==> src/rtl/cdc_cfg_arbiter.sv <==
// -----------------------------------------------------------------------------
// cdc_cfg_arbiter
//
// Purpose:
//   Shares one toggle-handshake vector CDC channel among NUM_REQ configuration
//   words that live in the source clock domain. Each word is compared against a
//   shadow copy of its last acknowledged value. Changed or force-flagged words
//   are sent one at a time as {id, data} transfers under a round-robin grant.
//
// Ports:
//   clk_i        source-domain clock
//   rst_i        asynchronous, active-high reset
//   req_data_i   requester words, requester i at [i*DATA_W +: DATA_W]
//   sync_all_i   one-cycle pulse, forces a resend of every word
//   chan_rdy_i   channel can accept a word
//   chan_ack_i   one-cycle pulse, channel took the word
//   chan_wr_o    one-cycle write strobe (registered)
//   chan_id_o    id of the word being sent (registered, held until next grant)
//   chan_data_o  data of the word being sent (registered, held until next grant)
//   pending_o    per-requester pending flags (combinational)
//   busy_o       arbiter is not idle (registered)
//   timeout_o    one-cycle pulse when a transfer is abandoned for retry
//
// Optional feature:
//   CDC_ARB_TIMEOUT_EN  when defined, a WAIT that lasts TIMEOUT cycles without
//                       an ack abandons the transfer and pulses timeout_o. When
//                       undefined, WAIT waits forever and timeout_o is 0.
// -----------------------------------------------------------------------------
module cdc_cfg_arbiter #(
    parameter int unsigned NUM_REQ = 4,
    parameter int unsigned DATA_W  = 16,
    parameter int unsigned ID_W    = $clog2(NUM_REQ),
    parameter int unsigned TIMEOUT = 255
) (
    input  logic                      clk_i,
    input  logic                      rst_i,
    input  logic [NUM_REQ*DATA_W-1:0] req_data_i,
    input  logic                      sync_all_i,
    input  logic                      chan_rdy_i,
    input  logic                      chan_ack_i,
    output logic                      chan_wr_o,
    output logic [ID_W-1:0]           chan_id_o,
    output logic [DATA_W-1:0]         chan_data_o,
    output logic [NUM_REQ-1:0]        pending_o,
    output logic                      busy_o,
    output logic                      timeout_o
);

    localparam int unsigned SUM_W = ID_W + 1;

    // Elaboration-time guard on the legal parameter ranges.
    if (NUM_REQ < 2 || NUM_REQ > 16 || TIMEOUT < 1 || TIMEOUT > 65535) begin : g_param_check
        $error("cdc_cfg_arbiter: parameter out of range");
    end

    typedef enum logic [1:0] {
        ST_IDLE = 2'd0,
        ST_SEND = 2'd1,
        ST_WAIT = 2'd2
    } state_t;

    state_t              state_q;
    state_t              state_d;
    logic [DATA_W-1:0]   shadow_q [NUM_REQ];
    logic [NUM_REQ-1:0]  force_q;
    logic [NUM_REQ-1:0]  force_d;
    logic [ID_W-1:0]     last_q;
    logic [ID_W-1:0]     grant_id;
    logic                grant_vld;
    logic                grant_en;
    logic                ack_take;
    logic                to_hit;

    // A word is pending when it differs from its last acknowledged value or
    // has been force-flagged.
    always_comb begin
        pending_o = '0;
        for (int unsigned i = 0; i < NUM_REQ; i++) begin
            pending_o[i] = (req_data_i[i*DATA_W +: DATA_W] != shadow_q[i]) | force_q[i];
        end
    end

    // Round-robin search: first pending index upward from last_q+1, wrapping.
    always_comb begin
        logic [SUM_W-1:0] cand;
        cand      = '0;
        grant_id  = '0;
        grant_vld = 1'b0;
        for (int unsigned k = 1; k <= NUM_REQ; k++) begin
            cand = {1'b0, last_q} + SUM_W'(k);
            if (cand >= SUM_W'(NUM_REQ)) begin
                cand = cand - SUM_W'(NUM_REQ);
            end
            if (!grant_vld && pending_o[cand[ID_W-1:0]]) begin
                grant_vld = 1'b1;
                grant_id  = cand[ID_W-1:0];
            end
        end
    end

    // State register.
    always_ff @(posedge clk_i or posedge rst_i) begin
        if (rst_i) begin
            state_q <= ST_IDLE;
        end else begin
            state_q <= state_d;
        end
    end

    // Next-state logic and transfer control strobes.
    always_comb begin
        state_d  = state_q;
        grant_en = 1'b0;
        ack_take = 1'b0;
        unique case (state_q)
            ST_IDLE: begin
                if (grant_vld && chan_rdy_i) begin
                    grant_en = 1'b1;
                    state_d  = ST_SEND;
                end
            end
            ST_SEND: begin
                state_d = ST_WAIT;
            end
            ST_WAIT: begin
                if (chan_ack_i) begin
                    ack_take = 1'b1;
                    state_d  = ST_IDLE;
                end else if (to_hit) begin
                    state_d = ST_IDLE;
                end
            end
            default: begin
                state_d = ST_IDLE;
            end
        endcase
    end

    // Force flags: an ack clears the granted bit, sync_all sets every bit and
    // wins when both happen in the same cycle.
    always_comb begin
        force_d = force_q;
        if (ack_take) begin
            force_d[chan_id_o] = 1'b0;
        end
        if (sync_all_i) begin
            force_d = '1;
        end
    end

    // Datapath: shadows, force flags, round-robin pointer and channel outputs.
    always_ff @(posedge clk_i or posedge rst_i) begin
        if (rst_i) begin
            for (int unsigned i = 0; i < NUM_REQ; i++) begin
                shadow_q[i] <= '0;
            end
            force_q     <= '1;
            last_q      <= ID_W'(NUM_REQ - 1);
            chan_wr_o   <= 1'b0;
            chan_id_o   <= '0;
            chan_data_o <= '0;
            busy_o      <= 1'b0;
        end else begin
            chan_wr_o <= (state_d == ST_SEND);
            busy_o    <= (state_d != ST_IDLE);
            force_q   <= force_d;
            if (grant_en) begin
                chan_id_o   <= grant_id;
                chan_data_o <= req_data_i[grant_id*DATA_W +: DATA_W];
            end
            // Shadow takes the latched value so a change during flight stays pending.
            if (ack_take) begin
                shadow_q[chan_id_o] <= chan_data_o;
            end
            if (ack_take || to_hit) begin
                last_q <= chan_id_o;
            end
        end
    end

`ifdef CDC_ARB_TIMEOUT_EN
    logic [15:0] wait_cnt_q;

    // WAIT-cycle counter, cleared while in SEND so it starts at 0 in WAIT.
    always_ff @(posedge clk_i or posedge rst_i) begin
        if (rst_i) begin
            wait_cnt_q <= '0;
        end else if (state_q == ST_SEND) begin
            wait_cnt_q <= '0;
        end else if (state_q == ST_WAIT) begin
            wait_cnt_q <= wait_cnt_q + 16'd1;
        end
    end

    // Last WAIT cycle of the budget with no ack: abandon; an ack here wins.
    assign to_hit = (state_q == ST_WAIT) && !chan_ack_i &&
                    (wait_cnt_q == 16'(TIMEOUT - 1));

    always_ff @(posedge clk_i or posedge rst_i) begin
        if (rst_i) begin
            timeout_o <= 1'b0;
        end else begin
            timeout_o <= to_hit;
        end
    end
`else
    assign to_hit    = 1'b0;
    assign timeout_o = 1'b0;
`endif

endmodule
==> config.mk <==
export PLATFORM = sky130hd
export DESIGN_NAME = cdc_cfg_arbiter
export DESIGN_NICKNAME = d
export VERILOG_FILES = /design/src/rtl/cdc_cfg_arbiter.sv
export SDC_FILE = /design/constraint.sdc
export NUM_CORES = 1
export LEC_CHECK = 0
export ABC_CLOCK_PERIOD_IN_PS = 4100
export CAP_MARGIN = 20
export CELL_PAD_IN_SITES_DETAIL_PLACEMENT = 0
export CELL_PAD_IN_SITES_GLOBAL_PLACEMENT = 1
export CORE_ASPECT_RATIO = 1.5
export CORE_MARGIN = 2
export CORE_UTILIZATION = 41
export DETAILED_ROUTE_END_ITERATION = 6
export HOLD_SLACK_MARGIN = 0.06
export PLACE_DENSITY = 0.79
export SETUP_SLACK_MARGIN = 0.05
export SLEW_MARGIN = 20
export SYNTH_ARGS = -nofsm -noshare
export SYNTH_HDL_FRONTEND = slang
export SYNTH_SLANG_ARGS = --single-unit
export TNS_END_PERCENT = 1
==> constraint.sdc <==
create_clock -name clk_i -period 4.1 [get_ports clk_i]
set_input_delay 1.23 -clock clk_i [delete_from_list [all_inputs] [get_ports clk_i]]
set_output_delay 1.23 -clock clk_i [all_outputs]
set_load 0.1 [all_outputs]
# Word-level counts from Yosys, hierarchy flattened
# Cells that the tools add are included.
dict set report op_classes {
  addsub 8
  order_cmp 12
  eq_ne 7
  shift 1
  mux 34
  bitwise 7
  reduce_logical 12
}
# operator n
set ops {}
lappend ops {{64-bit bitwise mux} 1}
lappend ops {{16-bit inequality test} 4}
lappend ops {{64-bit by 7-bit variable part select with 16-bit output} 1}
lappend ops {{16-bit demux with 2-bit select} 1}
lappend ops {{2-bit 2-to-1 mux} 10}
lappend ops {{16-bit 2-to-1 mux} 1}
lappend ops {{3-bit >= comparator, second input constant} 5}
lappend ops {{2-bit by 3-bit < comparator with 1-bit output, second input constant} 5}
lappend ops {{1-bit 2-to-1 mux} 13}
lappend ops {{1-bit binary-select mux with 2-bit select} 4}
lappend ops {{4-bit 2-to-1 mux} 2}
lappend ops {{2-bit by 1-bit subtractor with 2-bit output, second input constant} 4}
lappend ops {{2-bit by 2-bit adder with 3-bit output, second input constant} 2}
lappend ops {{1-bit logical AND} 6}
lappend ops {{2-bit one-hot mux with 3 select lines} 1}
lappend ops {{4-bit bitwise AND} 1}
lappend ops {{2-bit by 1-bit equality test with 1-bit output, second input constant} 2}
lappend ops {{4-bit NOT} 1}
lappend ops {{1-bit bitwise OR} 4}
lappend ops {{2-bit nonzero test} 2}
lappend ops {{2-bit by 1-bit adder with 3-bit output, second input constant} 1}
lappend ops {{2-bit by 3-bit adder with 3-bit output, second input constant} 1}
lappend ops {{1-bit zero test} 3}
lappend ops {{3-bit by 1-bit < comparator with 1-bit output, second input constant} 1}
lappend ops {{other kinds (5)} 5}
dict set report word_totals {
  reg_bits 92
  input_bits 69
  elab_cells 92
}

# Longest topological paths before layout
dict set report depth {
  word_depth 19
  ltp_mapped 10
}

# Worst setup path after synthesis
# No wires, ideal clock.
dict set report synth_path {
  path_kind {input to output}
  start {in req_data_i[30]}
  end {out pending_o[1]}
  arrival_ns 2.545
  required_time_ns 2.870
  setup_slack_ns 0.325
  cell_stages 5
  path_buffers 0
  path_cell_list {xor2_1 > nor4_1 > nand4_1 > nor3_4 > inv_1}
}
dict set report synth_between {
  elab_chain_len 2
}
# item line
set synth_lines {}
lappend synth_lines {{start: declaration} 37} ;# input logic [NUM_REQ*DATA_W-1:0] req_data_i,
lappend synth_lines {{16-bit inequality test} 79} ;# pending_o[i] = (req_data_i[i*DATA_W +: DATA_W] != shadow_q[i]) | force_q[i];
lappend synth_lines {{1-bit bitwise OR} 79}
lappend synth_lines {{end: declaration} 44} ;# output logic [NUM_REQ-1:0] pending_o,
# Every way passes these cells.

# Worst setup path in the final report
dict set report layout_path {
  start {in req_data_i[13]}
  end {out pending_o[0]}
}
# The elaborated chain is that of the path after synthesis.

==> results.py <==
metrics = {
    "cts": {
        "clk_path_buf_depth": 2,
        "clkSlewWorstSetupHoldPaths_ns": 0.06,
        "htreeDepth": 3,
        "cts_tree": "yes",
        "cts_buffers": 9,
        "cts_root_buf": "clkbuf_16",
        "insertion_delay_ns": 0.34,
        "cts_num_sinks": 92,
        "cts.hold.buffers_added": 0,
    },
    "placed_design": {
        "io_buffer_count": 92,
        "preCtsSetupSlack_ns": -0.164,
        "dpl.hpwl_um": 9690,
        "gp_congestion": 0.913,
    },
    "worst_setup_path": {
        "required_ns": 2.87,
        "rr_startpoint": "shadow_q[16]$_DFFE_PP0P_",
        "critical_path_class": "primary input to output pin",
        "critPathArrivalTime_ns": 2.78,
        "r2r-end": "chan_data_o[11]$_DFFE_PP0P_",
        "critPathMaxFanout": 2,
        "r2r_cells": 10,
        "end_kind": "output pin",
        "r2r_setup_slack_ns": 1.01,
        "startpoint_type": "primary input",
    },
    "pwr": {
        "power_mw": 4.99,
        "p_leak_nw": 2.80,
        "ir_drop_mv": 0.440,
        "p_per_area_mw_per_mm2": 785,
    },
    "worst_hold_path": {
        "hold_end": "force_q[0]$_DFFE_PP1P_",
        "hold_path_class": "flip-flop to flip-flop",
        "holdPathStages": 2,
        "hold_path_startpoint": "force_q[0]$_DFFE_PP1P_",
    },
    "timing": {
        "fin_crit_ns": 4.01,
        "fin_crit_sh_pct": 97.7,
        "final_hold_viol_count": 0,
        "finalWorstSetupSlack_ns": 0.0923,
        "finalMaxSlewViolations": 0,
        "finClkSkew_ns": 0.00559,
        "slew_headroom_pct": 34.8,
        "rsz0062_at_grt": "yes",
        "fmax_mhz": 250,
        "setup_viol": 0,
        "worstMarginPinSlew_ns": 0.974,
    },
    "routing": {
        "ant_nets": 0,
        "first_iter_violations": 315,
        "dr_total_vias": 3660,
        "wire_per_inst_um": 20.4,
        "drc": 0,
        "drt-total-wl_um": 13400,
        "drt_pass1_iterations": 5,
        "via_per_inst": 5.55,
    },
    "floorplanning": {
        "coreArea_mm2": 0.0111,
        "row_count": 47,
        "start_util_pct": 42.0,
        "dieWidth_um": 90.9,
        "dieArea_mm2": 0.0122,
        "pin_count": 94,
        "die_h_um": 134,
    },
    "cells_and_area": {
        "final_util_pct": 57.5,
        "synthToLayoutAreaGrowth_pct": 36.9,
        "final_common_cell": "dfrtp_1",
        "antenna_cells": 0,
        "nNetsFinal": 578,
        "final_cell_mix": "dfrtp_1, mux2_2, xor2_1",
        "fillers": 991,
        "drive_above_1_share_pct": 32.4,
    },
    "global_routing": {
        "grt.overflow.total": 0,
        "grt_pass1_wl_um": 21100,
        "grt_start_max_net_pins": 44,
        "grtUsageTotal_pct": 22.8,
        "antenna_found_initial": 0,
        "first_global_vias": 3865,
    },
    "synthesis": {
        "ys_async_sr_fraction_pct": 100,
        "synth_edf_count": 0,
        "yosysSeqAreaShare_pct": 49.7,
        "synth_warnings": 0,
        "synth_ff_type": "dfrtp_1",
        "synth_nets": 452,
        "syn_inst": 383,
        "synth-seq-cells": 92,
        "synth_area_mm2": 0.00465,
        "synthDistinctLibCells": 45,
        "synth_area_per_cell_um2": 12.1,
    },
    "job": {
        "maxCapViolations": 0,
    },
    "status": {
        "outcome": "completed",
    },
}
-- flip-flops by register name (all words and copies together) (netlist names) --
| signal | cells |
|---|---|
| shadow_q | 64 |
| chan_data_o | 16 |
| force_q | 4 |
| chan_id_o | 2 |
| last_q | 2 |
| state_q | 2 |
| busy_o | 1 |
| chan_wr_o | 1 |
-- power breakdown --
part	internal, mW	total [mW]	switching (mW)
sequential	1.36	1.78	0.416
combinational	0.913	2.37	1.46
clock	0.519	0.846	0.326
-- layout make-up --
cell class	count	area, µm²	area share [%]
Inverter	9	35.0	0.551
Timing Repair Buffer	131	1230	19.3
Sequential cell	92	2310	36.3
Clock buffer	14	274	4.31
Multi-Input combinational cell	266	2300	36.2
Clock inverter	1	30.0	0.472
Tap cell	147	184	2.89
-- worst max-delay path by stage --
stage                                             end  slack [ns]      startpoint
after floorplan                          pending_o[1]        0.33  req_data_i[30]
after detailed placement  chan_data_o[11]$_DFFE_PP0P_       -0.16  req_data_i[19]
after CTS                                pending_o[0]        0.04   req_data_i[6]
after global placement                   pending_o[3]       -0.12  req_data_i[60]
final                                    pending_o[0]        0.09  req_data_i[13]
after global routing                     pending_o[3]        0.03  req_data_i[60]
-- critical path: stages --
cell and delay [ns]:
clkdlybuf4s50_1 0.46, xor2_1 0.18, nor4_1 0.24, nand4_1 0.20, nor3_2 0.21, inv_2 0.08, buf_12 0.17
-- per-stage QoR --
stage | hold WS, ns | setup TNS (ns) | std cells | instance area [µm²]
detailed placement | 0.482 | -1.89 | 639 | 5960
floorplan | 0.462 | 0 | 383 | 4650
global placement | 0.469 | -1.02 | 639 | 5960
global route | 0.514 | 0 | 660 | 6360
finish | 0.489 | 0 | 660 | 6360
CTS | 0.491 | 0 | 659 | 6290
-- cells in the mapped netlist (2+ instances only) --
master / instances / area share (%)
o21ai_1: 2 / 0.22
a222oi_1: 16 / 3.4
buf_6: 2 / 0.48
o21ai_0: 18 / 1.9
a21oi_1: 2 / 0.22
xnor2_1: 4 / 0.75
nor2_2: 3 / 0.40
mux2_2: 66 / 16
buf_2: 3 / 0.32
xor2_1: 60 / 11
inv_1: 6 / 0.48
a31oi_1: 18 / 2.4
clkbuf_1: 9 / 0.73
inv_2: 3 / 0.24
nor3_1: 3 / 0.32
o21bai_1: 2 / 0.32
nand4_1: 4 / 0.54
nor2_1: 21 / 1.7
buf_4: 2 / 0.32
nand2b_1: 2 / 0.27
a21o_1: 3 / 0.48
nand2_1: 10 / 0.81
dfstp_2: 6 / 3.4
dfrtp_1: 86 / 46
nor4_1: 12 / 1.6
-- metal layers --
| layer | vias to the layer above | wire length, µm | track usage, % |
|---|---|---|---|
| li1 | 1649 | - | - |
| met1 | 1841 | 5320 | 27.6 |
| met2 | 138 | 6980 | 39.1 |
| met3 | 32 | 701 | 3.93 |
| met4 | 0 | 430 | 11.4 |
| met5 | - | 0 | 0 |
-- cells by family (layout without fill, tap and decap cells) --
family                 after synthesis  in the layout  synth area share, %
AO/OA/AOI/OAI                       71             71                 11.9
XOR/XNOR                            64             64                 12.1
buffers and inverters               25            155                 2.59
flip-flops                          92             92                 49.7
multiplexers                        67             67                 16.2
other                                1              1               0.0807
AND/OR/NAND/NOR                     63             63                 7.49
-- what timing repair did --
| action | 4_1_cts | 5_1_grt |
|---|---|---|
| cloned | 0 | 0 |
| setup endpoints to repair | 4 | 19 |
| pin swaps | 20 | 14 |
| setup buffers | 5 | 1 |
| gates resized for setup | 36 | 19 |
Power figures use the tool's default switching activity.
